### src/rtl/fetch_stage.sv
`default_nettype none
// ============================================================================
// Module   : fetch_stage
// Purpose  : MIPS instruction-fetch stage with IF/ID pipeline register.
//            Owns the PC and keeps a single request outstanding to
//            instruction memory over a ready handshake. Honours the decode
//            stall (StallD) and the decode-stage branch redirect (PCSrcD).
//            Optional performance counters are enabled by FETCH_PERF_CNT_EN.
// Revision : 1.0 - initial release
// ============================================================================
module fetch_stage #(
   parameter logic [31:0] RESET_PC  = 32'h0000_0000,
   parameter logic [31:0] NOP_INSTR = 32'h0000_0000
) (
   input  logic        clk,
   input  logic        reset,
   input  logic        StallD,
   input  logic        PCSrcD,
   input  logic [31:0] PCBranchD,
   output logic        imem_req,
   output logic [31:0] imem_addr,
   input  logic        imem_ready,
   input  logic [31:0] imem_rdata,
   output logic [31:0] InstrD,
   output logic [31:0] PCPlus4D,
   output logic [5:0]  OpD,
   output logic [5:0]  FunctD,
   output logic        ValidD,
   output logic        FetchBusy
`ifdef FETCH_PERF_CNT_EN
   ,
   output logic [31:0] FetchCount,
   output logic [31:0] BubbleCount
`endif
);

   // REQ  : request outstanding at PCF
   // HOLD : a word arrived during a stall and sits in the hold buffer
   // DROP : a redirect arrived while a request was pending; its reply is junk
   typedef enum logic [1:0] {
      ST_REQ  = 2'd0,
      ST_HOLD = 2'd1,
      ST_DROP = 2'd2
   } state_t;

   state_t      state, state_nxt;
   logic [31:0] pc_f, pc_nxt;
   logic [31:0] instr_d, instr_nxt;
   logic [31:0] pc4_d, pc4_nxt;
   logic        valid_d, valid_nxt;
   logic [31:0] hold_instr, hold_instr_nxt;
   logic [31:0] hold_pc4, hold_pc4_nxt;
   logic [31:0] drop_target, drop_target_nxt;
   logic        load_valid;
   logic        load_bubble;

   logic [31:0] pc_plus4;
   logic [31:0] branch_tgt;
   logic        take_branch;

   // PC+4 wraps naturally at 2^32; branch targets are forced word-aligned
   assign pc_plus4    = pc_f + 32'd4;
   assign branch_tgt  = PCBranchD & ~32'h0000_0003;
   assign take_branch = PCSrcD & ~StallD;

   // Next-state, PC and IF/ID update selection
   always_comb begin
      state_nxt       = state;
      pc_nxt          = pc_f;
      instr_nxt       = instr_d;
      pc4_nxt         = pc4_d;
      valid_nxt       = valid_d;
      hold_instr_nxt  = hold_instr;
      hold_pc4_nxt    = hold_pc4;
      drop_target_nxt = drop_target;
      load_valid      = 1'b0;
      load_bubble     = 1'b0;

      case (state)
         ST_REQ: begin
            if (StallD) begin
               // Decode frozen: park an arriving word in the hold buffer
               if (imem_ready) begin
                  hold_instr_nxt = imem_rdata;
                  hold_pc4_nxt   = pc_plus4;
                  pc_nxt         = pc_plus4;
                  state_nxt      = ST_HOLD;
               end
            end else if (PCSrcD) begin
               instr_nxt   = NOP_INSTR;
               valid_nxt   = 1'b0;
               load_bubble = 1'b1;
               if (imem_ready) begin
                  pc_nxt = branch_tgt;
               end else begin
                  // Request still pending: wait for its reply before redirecting
                  drop_target_nxt = branch_tgt;
                  state_nxt       = ST_DROP;
               end
            end else if (imem_ready) begin
               instr_nxt  = imem_rdata;
               pc4_nxt    = pc_plus4;
               valid_nxt  = 1'b1;
               load_valid = 1'b1;
               pc_nxt     = pc_plus4;
            end else begin
               instr_nxt   = NOP_INSTR;
               valid_nxt   = 1'b0;
               load_bubble = 1'b1;
            end
         end

         ST_HOLD: begin
            if (!StallD) begin
               state_nxt = ST_REQ;
               if (PCSrcD) begin
                  instr_nxt   = NOP_INSTR;
                  valid_nxt   = 1'b0;
                  load_bubble = 1'b1;
                  pc_nxt      = branch_tgt;
               end else begin
                  instr_nxt  = hold_instr;
                  pc4_nxt    = hold_pc4;
                  valid_nxt  = 1'b1;
                  load_valid = 1'b1;
               end
            end
         end

         ST_DROP: begin
            if (!StallD) begin
               instr_nxt   = NOP_INSTR;
               valid_nxt   = 1'b0;
               load_bubble = 1'b1;
            end
            // A newer redirect supersedes the saved target, even on the reply cycle
            if (take_branch) begin
               drop_target_nxt = branch_tgt;
            end
            if (imem_ready) begin
               pc_nxt    = take_branch ? branch_tgt : drop_target;
               state_nxt = ST_REQ;
            end
         end

         default: begin
            state_nxt = ST_REQ;
         end
      endcase
   end

   // State register and pipeline registers
   always_ff @(posedge clk) begin
      if (reset) begin
         state       <= ST_REQ;
         pc_f        <= RESET_PC;
         instr_d     <= NOP_INSTR;
         pc4_d       <= 32'h0000_0000;
         valid_d     <= 1'b0;
         hold_instr  <= 32'h0000_0000;
         hold_pc4    <= 32'h0000_0000;
         drop_target <= 32'h0000_0000;
      end else begin
         state       <= state_nxt;
         pc_f        <= pc_nxt;
         instr_d     <= instr_nxt;
         pc4_d       <= pc4_nxt;
         valid_d     <= valid_nxt;
         hold_instr  <= hold_instr_nxt;
         hold_pc4    <= hold_pc4_nxt;
         drop_target <= drop_target_nxt;
      end
   end

   // The request is withdrawn during reset; in DROP the old PCF is still the address
   assign imem_req  = ~reset & (state != ST_HOLD);
   assign imem_addr = pc_f;
   assign FetchBusy = (state == ST_DROP);

   assign InstrD   = instr_d;
   assign PCPlus4D = pc4_d;
   assign ValidD   = valid_d;
   assign OpD      = instr_d[31:26];
   assign FunctD   = instr_d[5:0];

`ifdef FETCH_PERF_CNT_EN
   logic [31:0] fetch_cnt;
   logic [31:0] bubble_cnt;

   // Wrapping counters of valid loads and bubble loads into IF/ID
   always_ff @(posedge clk) begin
      if (reset) begin
         fetch_cnt  <= 32'h0000_0000;
         bubble_cnt <= 32'h0000_0000;
      end else begin
         if (load_valid)  fetch_cnt  <= fetch_cnt + 32'd1;
         if (load_bubble) bubble_cnt <= bubble_cnt + 32'd1;
      end
   end

   assign FetchCount  = fetch_cnt;
   assign BubbleCount = bubble_cnt;
`endif

endmodule
`default_nettype wire

### config.mk
export PLATFORM = sky130hd
export DESIGN_NAME = fetch_stage
export DESIGN_NICKNAME = d
export VERILOG_FILES = /design/src/rtl/fetch_stage.sv
export SDC_FILE = /design/constraint.sdc
export NUM_CORES = 1
export LEC_CHECK = 0
export ABC_AREA = 1
export CELL_PAD_IN_SITES_DETAIL_PLACEMENT = 1
export CELL_PAD_IN_SITES_GLOBAL_PLACEMENT = 1
export CORE_UTILIZATION = 40
export DETAILED_ROUTE_END_ITERATION = 8
export PLACE_DENSITY = 0.89
export SLEW_MARGIN = 20
export SYNTH_ARGS = -nofsm -noshare
export SYNTH_HDL_FRONTEND = slang
export SYNTH_SLANG_ARGS = --single-unit
### constraint.sdc
create_clock -name clk -period 3.2 [get_ports clk]
set_input_delay 0.96 -clock clk [delete_from_list [all_inputs] [get_ports clk]]
set_output_delay 0.96 -clock clk [all_outputs]
set_load 0.05 [all_outputs]
==> results.cfg <==
[placed_design]
port-buffer-count = 177
routabilityCongestion = 0.869
placed_cells = 1964
hpwl_um = 24100

[layout]
nets = 1732
drive_above_1_share_pct = 4.96
area_delta_synth_final_pct = 26.2
nFillCells = 3215
antennaDiodeCount = 0
finalNonFillerCells = 1996

[worst_setup_path]
crit_required_ns = 2.24
crit_chain = clkdlybuf4s50_1
path_class = reg -> out
cpMaxStageDelayCell = clkdlybuf4s50_1
critPathMaxStageDelay_ns = 0.88
critPathMaxFanout = 7
startpoint_type = register
critPathCaptureType = output port
path_buf_inv = 1
path_delay_family = buffers and inverters
cp.arrival_ns = 1.90

[global_routing]
grt_antenna_before_repair = 0
grt.overflow.total = 0
grt_max_degree = 90
grt_usage_pct = 28.4
grt_pass1_wl_um = 58400
grt_pass1_vias = 11031

[routing]
drc = 0
vias = 11143
drt_iter0_markers = 893
wl_per_cell_um = 18.4
final_antenna_net_count = 0
viasPerCell = 5.58
drt_pass1_iterations = 5
drt-total-wl_um = 36800

[clock_network]
root_buffer = clkbuf_16
cts.clk_slew.worst_paths_ns = 0.09
cts_max_level = 4
clockBufferDepth = 2
clock-sinks = 195
postCtsSetupBuffers = 0
tritoncts = done
worstSkewPairLatency_ns = 0.44
numCtsBuffers = 17
holdBufCountCts = 0

[sta]
setup-violations-final = 0
setup_tns_ns = 0
fin_crit_ns = 2.86
min_period_over_period_pct = 89.5
rsz0062_at_grt = false
max_freq_mhz = 349
relSlewSlack_pct = 50.7
report.final.slew_viol_count = 0
worst_pin_slew_ns = 0.739
fin_skew_ns = 0.0131
hold_viol_final = 0

[pwr]
peakVddDrop_uv = 474
power_mw = 12.4
leakagePower_nw = 5.29
power.density_mw_per_mm2 = 977

[logic_synthesis]
ys_ff_latch = 195
synth_ff_type = dfxtp_1
yosys.area.top_type = dfxtp_1
synth_top_area_share_pct = 38.9
synth_common_cells = nand2_1 (385), a21oi_1 (293), dfxtp_1 (195)
ys_seq_area_share_pct = 38.9
syn_inst = 1554
yosysMostFrequentCell = nand2_1
yosysWarnings = 0
synth_cell_type_count = 28
synth_enable_flop_cells = 0
async_flop_share_pct = 0
syn_area_mm2 = 0.0100
synthTopCellsByArea = dfxtp_1 (39%), a21oi_1 (15%), nand2_1 (14%)
syn_avg_cell_area_um2 = 6.45
postSynthNetCount = 1627

[die]
coreArea_mm2 = 0.0245
start_util_pct = 41.0
fp.dieArea_mm2 = 0.0257
die_w_um = 160
io_pins = 180
die_height_um = 160
rows = 57

[min_path]
hp-class = reg -> reg

[flow_run]
maxCapViolCount = 0

[outcome]
status = finished, final reports clean
routing by layer:
| layer | track usage [%] | vias up | wire length (um) |
|---|---|---|---|
| met2 | 47.3 | 366 | 17600 |
| met1 | 37.0 | 5455 | 16200 |
| li1 | - | 5257 | - |
| met3 | 4.75 | 65 | 2040 |
| met4 | 10.1 | 0 | 994 |
| met5 | 0 | - | 0 |
layout by cell type (no fill, tap or decap):
cell / count
dfxtp_1: 195
xnor2_1: 1
dlymetal6s2s_1: 1
nand3_1: 35
o21ai_0: 194
inv_8: 3
nor2_1: 127
o21ai_1: 3
inv_2: 8
ha_1: 3
o211ai_1: 7
a31oi_1: 6
clkinv_4: 2
buf_4: 16
nor3_4: 1
clkdlybuf4s50_1: 175
clkinv_2: 1
a21oi_1: 293
nor2_4: 2
inv_1: 126
nand4_2: 1
clkbuf_16: 17
bufinv_16: 1
nand2_2: 1
or2_2: 3
inv_12: 3
buf_12: 9
clkinv_8: 5
nand2_1: 385
xor2_1: 7
nor2_2: 6
nor3_2: 2
inv_6: 1
nor3_1: 1
and2_1: 1
a211oi_1: 2
ha_2: 1
o21bai_1: 27
cell type report:
type                    instances  area, um^2  share of cell area, %
clock buffers                  17         425                   3.36
clock inverters                15         220                   1.74
inverters                     135         508                   4.02
multi-input cells            1109        5120                   40.5
flip-flops and latches        195        3900                   30.9
well taps                     324         405                   3.20
repair buffers                201        2060                   16.3
repair_timing:
item | CTS | global route
gates resized for setup | 0 | 1
endpoints found under the setup margin | 0 | 1
hold endpoints to repair | 0 | 0
flip-flops by register name, indices dropped and copies added, names as in the netlist:
| register | cells |
|---|---|
| InstrD | 32 |
| ValidD | 1 |
| imem_addr | 32 |
| hold_pc4 | 32 |
| PCPlus4D | 32 |
| state | 2 |
| hold_instr | 32 |
| drop_target | 32 |
worst register-to-register path, cell delays in order, from the launching register on:
cell and delay, ns:
dfxtp_1 0.34, inv_1 0.09, ha_1 0.42, inv_1 0.13, o21ai_1 0.22, nor2_1 0.08, nand2_1 0.12, inv_2 0.16
buf_12 0.21, o21ai_0 0.33, a21oi_1 0.10
power breakdown:
part           internal (mW)  leakage, nW  total (mW)  switching, mW
sequential              3.05         1.60        3.58          0.530
combinational           2.00         3.37        6.43           4.43
clock                   1.16        0.311        2.35           1.19
stage by stage:
stage / utilization [%] / hold slack [ns] / instance area (um^2) / worst slack [ns]
global placement: 49.1 / 0.448 / 12000 / 0.240
CTS: 51.7 / 0.473 / 12600 / 0.0610
global route: 51.7 / 0.491 / 12700 / 0.284
floorplan: - / 0.441 / 10000 / 0.439
detailed placement: 49.1 / 0.463 / 12000 / 0.150
finish: 51.7 / 0.473 / 12700 / 0.335
cell families after synthesis:
kind of cell	after synthesis	share of synthesized area, %
fa+ha+maj	4	0.499
buf+inv	250	10.1
xor+xnor	8	0.699
flops	195	38.9
simple gates	565	22.2
compound gates	532	27.5
final timing paths:
check / from / end / slack, ns / cells past startpoint
max reg2reg: state[0] / imem_addr[22] / 0.87 / 10
max: imem_addr[16] / imem_addr[16] / 0.34 / 1
min: ValidD / ValidD / 0.47 / 2
min reg2reg: ValidD / ValidD / 0.47 / 2
No activity file was read; power rests on OpenSTA's default activity.
